===== config.mk =====
export PLATFORM = sky130hd
export DESIGN_NAME = keyboard_renderer
export DESIGN_NICKNAME = d
export VERILOG_FILES = /design/src/rtl/kbd_gui_pkg.sv /design/src/rtl/raster_counter.sv /design/src/rtl/keyboard_renderer.sv
export SDC_FILE = /design/constraint.sdc
export NUM_CORES = 1
export LEC_CHECK = 0
export CORE_MARGIN = 2
export CORE_UTILIZATION = 54
export CTS_BUF_LIST = sky130_fd_sc_hd__clkbuf_2 sky130_fd_sc_hd__clkbuf_4 sky130_fd_sc_hd__clkbuf_8
export DETAILED_ROUTE_END_ITERATION = 7
export GPL_ROUTABILITY_DRIVEN = 0
export PLACE_DENSITY = 0.88
export SKIP_CTS_REPAIR_TIMING = 1
export SYNTH_ARGS = -nofsm -noshare
export SYNTH_HDL_FRONTEND = slang
export SYNTH_SLANG_ARGS = --single-unit

===== constraint.sdc =====
create_clock -name clock -period 2.85 [get_ports clock]
set_input_delay 0.7125 -clock clock [delete_from_list [all_inputs] [get_ports clock]]
set_output_delay 0.7125 -clock clock [all_outputs]
set_load 0.02 [all_outputs]

===== src/rtl/kbd_gui_pkg.sv =====
// Shared definitions for the keyboard renderer GUI blocks.
//   - Colour constants (3-bit RGB, one bit per channel): BLACK, WHITE, RED.
//   - kbd_state_e: renderer FSM states.
//   - min_width(): counter width helper that never returns zero.
package kbd_gui_pkg;

    localparam logic [2:0] BLACK = 3'b000;
    localparam logic [2:0] WHITE = 3'b111;
    localparam logic [2:0] RED   = 3'b100;

    typedef enum logic [2:0] {
        ST_INIT,
        ST_IDLE,
        ST_SNAP,
        ST_DRAW,
        ST_DONE
    } kbd_state_e;

    // Width of a counter holding 0..n-1; at least one bit, so n == 1 stays legal.
    function automatic int min_width(input int n);
        return (n > 1) ? $clog2(n) : 1;
    endfunction

endpackage


===== src/rtl/raster_counter.sv =====
// Raster scan counter for the keyboard renderer.
// Scans x fastest (0..SCREEN_W-1), then y. It also keeps the key index and the
// column inside the current key as counters stepped with x, so the renderer
// never needs a divider.
// Ports:
//   clock, reset   : rising-edge clock, asynchronous active-high reset
//   clear          : restart the scan at pixel (0,0)
//   advance        : current pixel accepted, step to the next one
//   x, y           : current (registered) pixel position
//   x_nxt          : x after this cycle's update
//   key_nxt        : key index after this cycle's update
//   col_nxt        : in-key column after this cycle's update
//   last           : current pixel is (SCREEN_W-1, SCREEN_H-1)
//   border_nxt     : next pixel lies on the frame edge
//                    (only with KEYBOARD_RENDERER_BORDER_EN defined)
module raster_counter #(
    parameter int SCREEN_W = 160,
    parameter int SCREEN_H = 120,
    parameter int KEY_W    = 40,
    parameter int XW       = 8,
    parameter int YW       = 7,
    parameter int KW       = 2,
    parameter int CW       = 6
) (
    input  logic          clock,
    input  logic          reset,
    input  logic          clear,
    input  logic          advance,
    output logic [XW-1:0] x,
    output logic [YW-1:0] y,
    output logic [XW-1:0] x_nxt,
    output logic [KW-1:0] key_nxt,
    output logic [CW-1:0] col_nxt,
    output logic          last
`ifdef KEYBOARD_RENDERER_BORDER_EN
    ,
    output logic          border_nxt
`endif
);

    logic [XW-1:0] x_q, x_d;
    logic [YW-1:0] y_q, y_d;
    logic [KW-1:0] key_q, key_d;
    logic [CW-1:0] col_q, col_d;

    always_comb begin
        x_d   = x_q;
        y_d   = y_q;
        key_d = key_q;
        col_d = col_q;
        if (clear) begin
            x_d   = '0;
            y_d   = '0;
            key_d = '0;
            col_d = '0;
        end else if (advance) begin
            if (x_q == XW'(SCREEN_W - 1)) begin
                // End of a row: every horizontal counter restarts together.
                x_d   = '0;
                key_d = '0;
                col_d = '0;
                y_d   = (y_q == YW'(SCREEN_H - 1)) ? '0 : y_q + YW'(1);
            end else begin
                x_d = x_q + XW'(1);
                if (col_q == CW'(KEY_W - 1)) begin
                    col_d = '0;
                    key_d = key_q + KW'(1);
                end else begin
                    col_d = col_q + CW'(1);
                end
            end
        end
    end

    always_ff @(posedge clock or posedge reset) begin
        if (reset) begin
            x_q   <= '0;
            y_q   <= '0;
            key_q <= '0;
            col_q <= '0;
        end else begin
            x_q   <= x_d;
            y_q   <= y_d;
            key_q <= key_d;
            col_q <= col_d;
        end
    end

    assign x       = x_q;
    assign y       = y_q;
    assign x_nxt   = x_d;
    assign key_nxt = key_d;
    assign col_nxt = col_d;
    assign last    = (x_q == XW'(SCREEN_W - 1)) && (y_q == YW'(SCREEN_H - 1));

`ifdef KEYBOARD_RENDERER_BORDER_EN
    assign border_nxt = (x_d == '0) || (y_d == '0) ||
                        (x_d == XW'(SCREEN_W - 1)) || (y_d == YW'(SCREEN_H - 1));
`endif

endmodule


===== src/rtl/keyboard_renderer.sv =====
// Keyboard renderer: draws NUM_KEYS vertical keys across a SCREEN_W x SCREEN_H
// frame, streaming one pixel per accepted cycle to a pixel sink.
// Pressed keys are filled with PRESS_COLOUR, released keys white, and the last
// column of every key except the rightmost is a black divider. A frame is
// drawn after reset, whenever keys differ from the last drawn snapshot, and on
// force_redraw (pulses arriving while busy are remembered and collapse to one).
// Optional feature macro: KEYBOARD_RENDERER_BORDER_EN draws a black one-pixel
// border around the frame, overriding every other colour rule.
// Ports:
//   clock, reset    : rising-edge clock, asynchronous active-high reset
//   keys            : key state, bit i high = key i pressed
//   force_redraw    : single-cycle full-redraw request
//   ready           : sink accepts the pixel when plot && ready
//   x, y, colour    : pixel position and RGB colour (registered)
//   plot            : pixel valid (registered)
//   busy            : frame in progress (registered)
//   frame_done      : one-cycle pulse after the last pixel is accepted
//   state_dbg       : current FSM state, for observation only
// Handshake: a pixel transfers on a rising edge where plot && ready are both
// high; while plot is high and ready is low, x, y and colour hold unchanged,
// and plot never drops until the pixel has been accepted.
module keyboard_renderer
    import kbd_gui_pkg::*;
#(
    parameter int         NUM_KEYS     = 4,
    parameter int         SCREEN_W     = 160,
    parameter int         SCREEN_H     = 120,
    parameter logic [2:0] PRESS_COLOUR = RED
) (
    input  logic                        clock,
    input  logic                        reset,
    input  logic [NUM_KEYS-1:0]         keys,
    input  logic                        force_redraw,
    input  logic                        ready,
    output logic [$clog2(SCREEN_W)-1:0] x,
    output logic [$clog2(SCREEN_H)-1:0] y,
    output logic [2:0]                  colour,
    output logic                        plot,
    output logic                        busy,
    output logic                        frame_done,
    output kbd_state_e                  state_dbg
);

    localparam int KEY_W = SCREEN_W / NUM_KEYS;
    localparam int XW    = $clog2(SCREEN_W);
    localparam int YW    = $clog2(SCREEN_H);
    localparam int KW    = min_width(NUM_KEYS);
    localparam int CW    = min_width(KEY_W);

    if (NUM_KEYS < 2 || NUM_KEYS > 16) begin : g_bad_num_keys
        $error("keyboard_renderer: NUM_KEYS must be in 2..16");
    end
    if (SCREEN_W % NUM_KEYS != 0) begin : g_bad_screen_w
        $error("keyboard_renderer: SCREEN_W must be a multiple of NUM_KEYS");
    end

    kbd_state_e          state_q, state_d;
    logic [NUM_KEYS-1:0] snap_q, snap_d;
    logic                pend_q, pend_d;
    logic [2:0]          colour_q, colour_d;
    logic                plot_q, plot_d;
    logic                busy_q, busy_d;
    logic                done_q, done_d;

    logic                clear;
    logic                advance;
    logic [XW-1:0]       x_nxt;
    logic [KW-1:0]       key_nxt;
    logic [CW-1:0]       col_nxt;
    logic                last;
    logic [NUM_KEYS-1:0] pix_snap;
    logic [2:0]          pix_colour;
`ifdef KEYBOARD_RENDERER_BORDER_EN
    logic                border_nxt;
`endif

    raster_counter #(
        .SCREEN_W (SCREEN_W),
        .SCREEN_H (SCREEN_H),
        .KEY_W    (KEY_W),
        .XW       (XW),
        .YW       (YW),
        .KW       (KW),
        .CW       (CW)
    ) u_raster (
        .clock      (clock),
        .reset      (reset),
        .clear      (clear),
        .advance    (advance),
        .x          (x),
        .y          (y),
        .x_nxt      (x_nxt),
        .key_nxt    (key_nxt),
        .col_nxt    (col_nxt),
        .last       (last)
`ifdef KEYBOARD_RENDERER_BORDER_EN
        ,
        .border_nxt (border_nxt)
`endif
    );

    assign clear   = (state_q == ST_SNAP);
    assign advance = (state_q == ST_DRAW) && plot_q && ready;

    // Colour of the pixel the counter moves to this cycle, so the registered
    // colour lines up with the registered x/y. In SNAP the snapshot register
    // is still being loaded, so the live keys are used.
    always_comb begin
        pix_snap = (state_q == ST_SNAP) ? keys : snap_q;
        if ((col_nxt == CW'(KEY_W - 1)) && (x_nxt != XW'(SCREEN_W - 1))) begin
            pix_colour = BLACK;
        end else if (pix_snap[key_nxt]) begin
            pix_colour = PRESS_COLOUR;
        end else begin
            pix_colour = WHITE;
        end
`ifdef KEYBOARD_RENDERER_BORDER_EN
        if (border_nxt) begin
            pix_colour = BLACK;
        end
`endif
    end

    always_comb begin
        state_d  = state_q;
        snap_d   = snap_q;
        pend_d   = pend_q;
        colour_d = colour_q;
        plot_d   = 1'b0;
        busy_d   = 1'b0;
        done_d   = 1'b0;

        // A redraw request that IDLE cannot act on right now is kept for later.
        if (force_redraw && (state_q != ST_IDLE)) begin
            pend_d = 1'b1;
        end

        case (state_q)
            ST_INIT: begin
                state_d = ST_SNAP;
            end
            ST_IDLE: begin
                if ((keys != snap_q) || force_redraw || pend_q) begin
                    state_d = ST_SNAP;
                end
            end
            ST_SNAP: begin
                snap_d   = keys;
                state_d  = ST_DRAW;
                plot_d   = 1'b1;
                busy_d   = 1'b1;
                colour_d = pix_colour;
            end
            ST_DRAW: begin
                plot_d = 1'b1;
                busy_d = 1'b1;
                if (advance && last) begin
                    state_d = ST_DONE;
                    plot_d  = 1'b0;
                    busy_d  = 1'b0;
                    done_d  = 1'b1;
                end else begin
                    colour_d = pix_colour;
                end
            end
            ST_DONE: begin
                state_d = ST_IDLE;
            end
            default: begin
                state_d = ST_INIT;
            end
        endcase

        // Entering SNAP serves every request seen so far.
        if (state_d == ST_SNAP) begin
            pend_d = 1'b0;
        end
    end

    always_ff @(posedge clock or posedge reset) begin
        if (reset) begin
            state_q  <= ST_INIT;
            snap_q   <= '0;
            pend_q   <= 1'b0;
            colour_q <= BLACK;
            plot_q   <= 1'b0;
            busy_q   <= 1'b0;
            done_q   <= 1'b0;
        end else begin
            state_q  <= state_d;
            snap_q   <= snap_d;
            pend_q   <= pend_d;
            colour_q <= colour_d;
            plot_q   <= plot_d;
            busy_q   <= busy_d;
            done_q   <= done_d;
        end
    end

    assign colour     = colour_q;
    assign plot       = plot_q;
    assign busy       = busy_q;
    assign frame_done = done_q;
    assign state_dbg  = state_q;

endmodule

* After elaboration in Yosys (flattened, before gate mapping)
Index checks and enable logic that the tools add are counted.
** Word-level totals
- Memory bits (read-only) :: 0
- Word-level logic and storage cells :: 74
- Bits in writable memories :: 0
- Memories :: 0
- Flip-flop bits (word level) :: 36
- Bits in latches :: 0
** Operators by class
- Bitwise gates (word level) :: 0
- Shift-type cells :: 0
- Order comparisons :: 1
- $add $sub $neg :: 4
- Multipliers :: 0
- Mux-type cells :: 31
- Equal/unequal tests :: 13
- Reductions and logical operators :: 15
- Divide/modulo/power cells :: 0
** Operators by type and width (count)
- $mux 7 :: 4
- $mux 6 :: 4
- $mux 8 :: 3
- $pmux 3 s5 :: 1
- $eq 6x6->1 const B :: 2
- $mux 3 :: 4
- $mux 2 :: 5
- $eq 3x2->1 const B :: 3
- $add 8x1->8 const B :: 1
- $eq 8x8->1 const B :: 1
- $ne 8x8->1 const B :: 1
- $reduce_bool 2->1 :: 4
- $add 7x1->7 const B :: 1
- $eq 7x7->1 const B :: 1
- $add 6x1->6 const B :: 1
- $logic_and 1x1->1 :: 6
- $mux 1 :: 6
- $pmux 3 s2 :: 1
- $mux 4 :: 1
- $ne 4x4->1 :: 1
- $reduce_and 2->1 :: 2
- $eq 3x1->1 const B :: 1
- $eq 3x3->1 const B :: 1
- $logic_not 3->1 :: 1
- 7 further kinds :: 8

* Depth between registers and ports, before layout
- Depth in word-level cells :: 11
- Mapped depth :: 8
- Depth with buffers taken out :: 8

* By module
From an unflattened synthesis, not the netlist that was laid out.
** Unflattened totals
- Cells, all modules :: 187
- Area, all modules :: 1886.8 um^2
** Modules (own cells, without submodules)
- raster_counter :: cells each 128, times used 1, area an instance 1247.4 um^2, sequential area each 575.6 um^2
- keyboard_renderer :: cells each 59, times used 1, area an instance 639.4 um^2, sequential area each 300.3 um^2

* Worst setup path after synthesis
OpenSTA, ideal clock, no wires.
- Path kind :: input port to flip-flop
- Start point :: in ready
- End point :: reg colour_q[1] (netlist: colour[1])
- Data arrival time :: 2.391 ns
- Setup time :: 0.128 ns
- Stages :: 7
- Setup slack :: 0.331 ns
- Path through :: and2_1 nand3_1 o22ai_1 or3_1 or4b_1 a41oi_2 o41ai_1
** On the way
- Longest elaborated chain between the ends :: 9
- Elaborated cells between the ends (all ways) :: 19
** Ends and longest elaborated chain
- start, declared :: RTL line keyboard_renderer.sv:34 : input logic ready,
- $logic_and 1x1->1 (*) :: RTL line keyboard_renderer.sv:103 : assign advance = (state_q == ST_DRAW) && plot_q && ready;
- $mux 2 :: RTL line raster_counter.sv:56 : end else if (advance) begin
- $mux 2 :: RTL line raster_counter.sv:51 : if (clear) begin
- $bmux 1 s2 :: RTL line keyboard_renderer.sv:112 : end else if (pix_snap[key_nxt]) begin
- $mux 1 (not written as such) :: RTL line keyboard_renderer.sv:112
- $mux 2 :: RTL line keyboard_renderer.sv:112
- $mux 3 :: RTL line keyboard_renderer.sv:110 : if ((col_nxt == CW'(KEY_W - 1)) && (x_nxt != XW'(SCREEN_W - 1))) begin
- $mux 3 :: RTL line keyboard_renderer.sv:157 : if (advance && last) begin
- $pmux 3 s2 :: RTL line keyboard_renderer.sv:138 : case (state_q)
- end signal, assigned :: RTL line keyboard_renderer.sv:193 : colour_q <= colour_d;
- end, declared :: RTL line keyboard_renderer.sv:60 : logic [2:0] colour_q, colour_d;
Every way passes the cells marked *; elsewhere a longest branch is shown, timed or not. The select of a mux whose other input is x is not followed.
A chain may end at the register's enable or synchronous reset.

* Final worst setup path
Same ends and word-level chain as after synthesis.

==> flow_summary.json <==
{
  "area_growth_pct": 28.62,
  "cp_data_arrival_time_ns": 2.89,
  "finalClockSkew_ns": 0.01124,
  "rsz0062_at_grt": "false",
  "antenna_left": 0,
  "finalCritPeriodShare": 0.9319,
  "io_buffers": 31,
  "critPathLaunchType": "input port",
  "final_net_count": 244,
  "synth-seq-cells": 35,
  "die_w_um": 62.10,
  "clkSlewWorstSetupHoldPaths_ns": 0.10,
  "worstSetupPathType": "input port to register",
  "dp_slack_ns": -0.1604,
  "hold_class": "register to register",
  "fin_tns_setup_ns": 0,
  "drc": 0,
  "antenna_found_initial": 0,
  "r2r_cells": 8,
  "grt_pass1_vias": 1546,
  "endpoint_kind": "register",
  "fin_crit_ns": 2.656,
  "tritoncts": "yes",
  "root_buffer": "clkbuf_4",
  "p_per_area_nw_per_um2": 652.6,
  "initial_utilization": 0.5550,
  "outcome": "completed",
  "syn_avg_cell_area_sq_um": 9.697,
  "stdcell_count": 280,
  "drive_above_1_share": 0.1282,
  "cp_max_fo": 3,
  "synthFlopType": "dfrtp_1",
  "drtPass1Iterations": 4,
  "cts_sinks": 35,
  "hold_viol_final": 0,
  "report.final.slew_viol_count": 0,
  "max_freq_mhz": 376.5,
  "syn_nets": 199,
  "regToRegSetupSlack_ns": 0.33,
  "setup_slack_ns": 0.1941,
  "async_flop_share": 1.000,
  "clk_latency_ns": 0.35,
  "drtIter0Drc": 131,
  "min_path_cells": 1,
  "fin_util": 0.7139,
  "mappedNetlistArea_sq_um": 1823,
  "setup_violations": 0,
  "grt_pass1_wl_mm": 6.920,
  "diodes": 0,
  "synth-seq-area-share": 0.4804,
  "wl_per_cell_um": 15.10,
  "gr-total-overflow": 0,
  "ir_drop_uv": 248.8,
  "postSynthCellCount": 188,
  "worst_slew_pin_slew_ns": 0.4368,
  "leakagePower_nw": 0.9998,
  "via_per_inst": 5.707,
  "htreeDepth": 2,
  "cp.required_ns": 3.09,
  "synth_cell_type_count": 43,
  "numCtsBuffers": 5,
  "std_cell_rows": 21,
  "grt_max_degree": 36,
  "die_area_sq_um": 3856,
  "wirelength_mm": 4.229,
  "cap_violations": 0,
  "ys_warn_count": 0,
  "track_usage": 0.2284,
  "dpl.hpwl_mm": 3.081,
  "ctsLongestPathBuffers": 2,
  "core_area_sq_um": 3284,
  "pin_count": 32,
  "max-slew-margin-rel": 0.7088,
  "dr_total_vias": 1598,
  "die_h_um": 62.10,
  "synth_edf_count": 0,
  "dp.cells": 272
}
## metal layers
layer / part of all wire / vias up / wire length (um) / track usage
met1: 0.43 / 774 / 1799 / 0.2899
li1: - / 751 / - / -
met4: 0.020 / 0 / 86 / 0.09722
met2: 0.49 / 62 / 2072 / 0.3723
met5: 0 / - / 0 / 0
met3: 0.064 / 11 / 270 / 0.05978
## Yosys cell counts, types with 4 or more instances
master	n	area, sq um
dfrtp_1	35	875.8
nor2_1	26	97.59
clkbuf_1	4	15.01
a21oi_1	9	45.04
xnor2_1	6	52.55
and3_1	5	31.28
xor2_1	12	105.1
inv_1	5	18.77
buf_4	4	30.03
nand4_1	6	37.54
nand3_1	8	40.04
nand2_1	20	75.07
## layout by cell type, fill, tap and decap left out, types with 2 or more instances in the layout
master	n
nor3_1	3
nand2b_1	2
clkdlybuf4s50_1	31
o21ai_0	2
or3_1	2
nand3_1	8
mux2_2	3
ha_1	3
and3_1	5
and4_1	2
dfrtp_1	35
mux2i_1	2
xor2_1	12
nand3b_1	2
nand4_1	6
nand4b_1	2
a21oi_1	9
clkbuf_4	5
a31oi_1	2
nor4b_1	2
xnor2_1	6
buf_4	15
nand2_1	20
nor2_1	26
or4b_1	2
inv_1	5
o21ai_1	2
## power by group
group | switching [W] | internal, W
Sequential | 0.000111 | 0.000583
Combinational | 0.000238 | 0.000217
Clock | 0.000174 | 0.000207
## area by class of cell
class                   count  area [sq um]
fillers                   238         939.7
multi-input cells         140         883.3
flip-flops and latches     35         875.8
repair buffers             46         422.9
well taps                  46         57.56
clock buffers               6         51.30
clock inverters             2         35.03
inverters                   5         18.77
## path summary, 6_finish.rpt
path                                    start       endpoint
worst max-delay path                    ready      colour[1]
worst min-delay path            u_raster.y[5]  u_raster.y[5]
worst max register to register  u_raster.x[0]      colour[1]
worst min register to register  u_raster.y[5]  u_raster.y[5]
max in group asynchronous               reset           busy
min in group asynchronous               reset  u_raster.x[7]
## sequential cells by signal (all words and copies together), names as in the netlist
name / count
state_dbg: 3
colour: 2
u_raster.col_q: 6
snap_q: 4
u_raster.key_q: 2
pend_q: 1
u_raster.y: 7
frame_done: 1
u_raster.x: 8
busy: 1
## critical path: stages
cell,delay (ns)
clkdlybuf4s50_1,0.47
and2_1,0.17
nand3_1,0.14
buf_4,0.18
nor4_1,0.27
a21oi_1,0.08
or4b_1,0.55
a41oi_2,0.20
o41ai_1,0.11
## cells by family after synthesis
group / after synthesis / synth area share
flops: 35 / 0.4804
mux: 5 / 0.02951
xor+xnor: 18 / 0.08648
simple gates: 89 / 0.2560
compound gates: 25 / 0.09198
buf+inv: 13 / 0.03500
fa+ha+maj: 3 / 0.02059
## through the flow
step | cell area, sq um | power, W | hold WS [ns]
after global placement | 2258 | 0.001126 | 0.4756
final | 2345 | 0.001530 | 0.5316
after CTS | 2345 | 0.001531 | 0.5310
after floorplan | 1823 | 0.0009424 | 0.4620
after global routing | 2345 | 0.001610 | 0.5402
after detailed placement | 2258 | 0.001149 | 0.5112
(Power assumes the default switching activity.)
